`config.mk`:
```
export PLATFORM = sky130hd
export DESIGN_NAME = dmem_port
export DESIGN_NICKNAME = d
export VERILOG_FILES = /design/src/rtl/dmem_port.sv
export SDC_FILE = /design/constraint.sdc
export NUM_CORES = 1
export LEC_CHECK = 0
export CAP_MARGIN = 20
export CORE_ASPECT_RATIO = 0.9
export CORE_UTILIZATION = 37
export DETAILED_ROUTE_END_ITERATION = 10
export PLACE_DENSITY = 0.82
export SLEW_MARGIN = 20
export SYNTH_ARGS = -nofsm -noshare
export SYNTH_HDL_FRONTEND = slang
export SYNTH_SLANG_ARGS = --single-unit
```
`constraint.sdc`:
```
create_clock -name clk -period 3.4 [get_ports clk]
set_input_delay 0.68 -clock clk [delete_from_list [all_inputs] [get_ports clk]]
set_output_delay 0.68 -clock clk [all_outputs]
set_load 0.01 [all_outputs]
```
`src/rtl/dmem_port.sv`:
```
// MEM-stage data-memory port: one req/ack bus transaction per load/store,
// stalls IF..MEM until done. Optional DMEM_TIMEOUT_EN adds a BUSY timeout.
//
// Ports:
//   clk, reset                 clock, async active-high reset
//   memwritem, memtoregm       store / load request (both => store)
//   aluoutm, writedatam        byte address, store data
//   readdatam                  last completed load data
//   stallm                     freeze pipeline (combinational)
//   misalignm                  1-cycle pulse, misaligned access dropped
//   mem_req/we/addr/wdata      registered bus request (word address)
//   mem_ack, mem_rdata         bus completion and read data
//   bus_err                    1-cycle pulse on timeout abort
//
// Macro DMEM_TIMEOUT_EN: abort after TIMEOUT_CYCLES BUSY cycles without
// mem_ack. Undefined: BUSY waits forever, bus_err tied low.
module dmem_port #(
  parameter int ADDR_W         = 32,
  parameter int TIMEOUT_CYCLES = 255
) (
  input  logic              clk,
  input  logic              reset,
  input  logic              memwritem,
  input  logic              memtoregm,
  input  logic [31:0]       aluoutm,
  input  logic [31:0]       writedatam,
  output logic [31:0]       readdatam,
  output logic              stallm,
  output logic              misalignm,
  output logic              mem_req,
  output logic              mem_we,
  output logic [ADDR_W-3:0] mem_addr,
  output logic [31:0]       mem_wdata,
  input  logic              mem_ack,
  input  logic [31:0]       mem_rdata,
  output logic              bus_err
);

  typedef enum logic [1:0] {
    S_IDLE,
    S_BUSY,
    S_DONE
  } state_t;

  state_t state;

  logic acc;
  logic aligned;

  assign acc     = memwritem | memtoregm;
  assign aligned = (aluoutm[1:0] == 2'b00);

  // DONE is the single cycle in which EX/MEM is allowed to advance.
  assign stallm = acc & (state != S_DONE);

`ifdef DMEM_TIMEOUT_EN
  localparam int CW = $clog2(TIMEOUT_CYCLES + 1);

  logic [CW-1:0] cnt;
  logic          expire;

  // Counter value k means k+1 BUSY cycles have elapsed this edge.
  assign expire = (cnt == CW'(TIMEOUT_CYCLES - 1));
`else
  assign bus_err = 1'b0;
`endif

  always_ff @(posedge clk or posedge reset) begin
    if (reset) begin
      state     <= S_IDLE;
      mem_req   <= 1'b0;
      mem_we    <= 1'b0;
      mem_addr  <= '0;
      mem_wdata <= '0;
      readdatam <= '0;
      misalignm <= 1'b0;
`ifdef DMEM_TIMEOUT_EN
      bus_err   <= 1'b0;
      cnt       <= '0;
`endif
    end else begin
      misalignm <= 1'b0;
`ifdef DMEM_TIMEOUT_EN
      bus_err   <= 1'b0;
`endif
      unique case (state)
        S_IDLE: begin
          if (acc) begin
            if (aligned) begin
              mem_req   <= 1'b1;
              mem_we    <= memwritem;
              mem_addr  <= aluoutm[ADDR_W-1:2];
              mem_wdata <= writedatam;
              state     <= S_BUSY;
`ifdef DMEM_TIMEOUT_EN
              cnt       <= '0;
`endif
            end else begin
              misalignm <= 1'b1;
              state     <= S_DONE;
            end
          end
        end
        S_BUSY: begin
          // Ack wins over a timeout on the same edge.
          if (mem_ack) begin
            mem_req <= 1'b0;
            if (!mem_we)
              readdatam <= mem_rdata;
            state <= S_DONE;
          end
`ifdef DMEM_TIMEOUT_EN
          else if (expire) begin
            mem_req <= 1'b0;
            if (!mem_we)
              readdatam <= '0;
            bus_err <= 1'b1;
            state   <= S_DONE;
          end else begin
            cnt <= cnt + 1'b1;
          end
`endif
        end
        S_DONE: begin
          state <= S_IDLE;
        end
        default: begin
          state <= S_IDLE;
        end
      endcase
    end
  end

endmodule

```
==> impl_metrics.py <==
metrics = {
    "sta": {
        "relSlewSlack_pct": 57.9,
        "setup_viol": 0,
        "hold_ws_ns": 0.505,
        "clock_skew_ns": 0.00554,
        "fin_setup_tns_ns": 0,
        "max_freq_ghz": 0.376,
        "rsz0062_at_grt": "no",
        "fin_crit_sh_pct": 78.2,
        "hold_violations": 0,
        "drv_slew": 0,
        "fin_crit_ns": 2.66,
        "layout_setup_ws_ns": 0.741,
        "worstMarginPinSlew_ns": 0.631,
    },
    "synth": {
        "synth.area.top_cells": "dfrtp_1 61%, mux2_4 22%, mux2_2 9.4%, buf_12 2.9%, buf_6 1.4%",
        "avgSynthCellArea_um2": 18.1,
        "synth_area_mm2": 0.00409,
        "ys_warn_count": 0,
        "synth.area.mux_share_pct": 31.4,
        "syn_inst": 226,
        "synth_seq_cells": 99,
        "syn_nets": 327,
        "yosys.cell_types.count": 20,
        "synth_top_family_by_area": "multiplexers",
        "synth-compound-area-share_pct": 1.10,
        "synth_xor_area_share_pct": 0,
        "synth_top_cell_by_area": "dfrtp_1",
        "yosysSeqAreaShare_pct": 60.6,
        "yosysTopAreaCellShare_pct": 60.6,
        "synth-simple-area-share_pct": 2.05,
        "synthAdderAreaFrac_pct": 0,
    },
    "place": {
        "post-place-ws_ns": 0.718,
        "finalWeightedCongestion": 0.661,
        "portBuffers": 198,
        "hpwlAfterDp_mm": 6.66,
    },
    "clocking": {
        "postCtsHoldBufs": 0,
        "clock_path_buffers": 2,
        "clkTransAtPathRegs_ns": 0.06,
        "cts_htree_levels": 3,
        "clockRootBuffer": "clkbuf_16",
        "cts_sinks": 99,
        "cts_tree": "yes",
        "cts_setup_buffers": 0,
        "cts_buffers": 9,
        "clk_latency_ns": 0.34,
        "cts_resized": 0,
    },
    "routing": {
        "drc": 0,
        "vias": 2637,
        "firstDrtPassIters": 4,
        "first_iter_violations": 81,
        "drt_wl_total_mm": 9.41,
        "avgRoutedWirePerCell_um": 16.7,
        "via_per_inst": 4.68,
        "ant_nets": 0,
    },
    "critical_path": {
        "worst_r2r_path_depth": 4,
        "crit_chain": "clkdlybuf4s50_1 -> nor2_1 -> a21oi_1 -> clkdlybuf4s50_1",
        "cpMaxStageDelayCell": "clkdlybuf4s50_1",
        "crit_type": "primary input to output pin",
        "startpoint_type": "primary input",
        "path_common_cell": "clkdlybuf4s50_1",
        "cpPeakStageDelay_ns": 0.49,
        "r2r-end": "mem_wdata[15]",
        "reg2reg_slack_ns": 1.33,
        "cp.arrival_ns": 1.98,
        "worstPathRequired_ns": 2.72,
        "r2r_start": "state[1]",
        "crit_fanout": 5,
        "cp-end-kind": "output pin",
    },
    "die": {
        "fp.dieArea_mm2": 0.0115,
        "num_rows": 36,
        "coreArea_mm2": 0.0108,
        "io_pins": 200,
        "start_util_pct": 37.8,
        "die_y_um": 102,
        "die_width_um": 113,
    },
    "min_path": {
        "hold_depth": 1,
        "hold_path_class": "register to register",
        "worstHoldStart": "readdatam[20]",
        "holdPathEnd": "readdatam[20]",
    },
    "status": {
        "status": "finished, final reports clean",
    },
    "pwr": {
        "p_leak_nw": 2.71,
        "p_per_area_mw_per_mm2": 798,
        "power_mw": 5.09,
        "ir_drop_uv": 557,
    },
    "global_routing": {
        "grt_pass1_wl_mm": 14.3,
        "grt_pass1_vias": 2759,
        "grt_max_degree": 63,
        "antenna_found_initial": 0,
        "grt_overflow": 0,
        "grt_use_total_pct": 16.7,
    },
    "final_layout": {
        "final_cell_mix": "198 x clkdlybuf4s50_1, 99 x dfrtp_1, 60 x mux2_4",
        "final_common_cell": "clkdlybuf4s50_1",
        "final_layout_size_suffix_gt1_share_pct": 26.9,
        "diodes": 0,
        "fin_util_pct": 59.0,
        "nets": 527,
        "areaGrowthSynthToFinish_pct": 56.0,
    },
    "flow_run": {
        "maxCapViolCount": 0,
    },
}
power by group:
group          switching [mW]  internal, mW
Combinational           0.692          1.48
Sequential              0.294          1.68
Clock                   0.427         0.515
flip-flops by register name, indices dropped and copies added (netlist names):
register and flops:
mem_addr 30, readdatam 32, state 2, mem_req 1, mem_we 1, misalignm 1, mem_wdata 32
area by class of cell:
cell class	instances	area, µm²
clock buffers	12	246
clock inverters	4	26.3
fillers	842	4430
well taps	133	166
inverters	3	13.8
multi-input cells	112	1420
repair buffers	201	2030
flip-flops and latches	99	2480
cells in the mapped netlist, drive strengths merged:
library cell   n
and2b          1
a2bb2oi        1
nand2          2
or3            1
mux2          94
o31ai          1
dfrtp         99
conb           1
nor2           2
inv            3
a21oi          2
nor4           4
buf           12
a22o           1
o21ai          2
cell families (layout without fill, tap and decap cells):
| kind of cell | count (synthesis) | after routing |
|---|---|---|
| other | 1 | 1 |
| DFF | 99 | 99 |
| buffers and inverters | 15 | 220 |
| and+or+nand+nor | 10 | 10 |
| muxes | 94 | 94 |
| AOI/OAI and AO/OA | 7 | 7 |
metrics by stage:
| step | area, µm² | instances |
|---|---|---|
| final | 6380 | 564 |
| after global routing | 6380 | 564 |
| after CTS | 6380 | 564 |
| after detailed placement | 6110 | 548 |
| after global placement | 6110 | 548 |
| after floorplan | 4090 | 226 |
routing by layer:
layer | part of all wire, % | global-route usage [%] | up-vias | wire, µm
met4 | 1.3 | 6.46 | 0 | 120
met1 | 41 | 19.7 | 1318 | 3880
met5 | 0 | 0 | - | 0
met3 | 8.4 | 6.94 | 9 | 793
met2 | 49 | 27.4 | 127 | 4620
li1 | - | - | 1183 | -
worst max-delay path by stage:
stage	end	slack [ns]	start	depth (start not counted)
after CTS	stallm	0.75	memtoregm	4
final	stallm	0.74	memtoregm	4
after global placement	stallm	0.77	memtoregm	4
after detailed placement	mem_wdata[16]	0.72	aluoutm[1]	5
after floorplan	mem_addr[0]	0.13	reset	1
after global routing	stallm	0.70	memtoregm	4
critical path: cells and delay by family:
kind | cells | cell delay (ns)
AOI/OAI and AO/OA | 1 | 0.08
buffers and inverters | 2 | 0.93
and+or+nand+nor | 1 | 0.28
No activity file was read; power rests on OpenSTA's default activity.
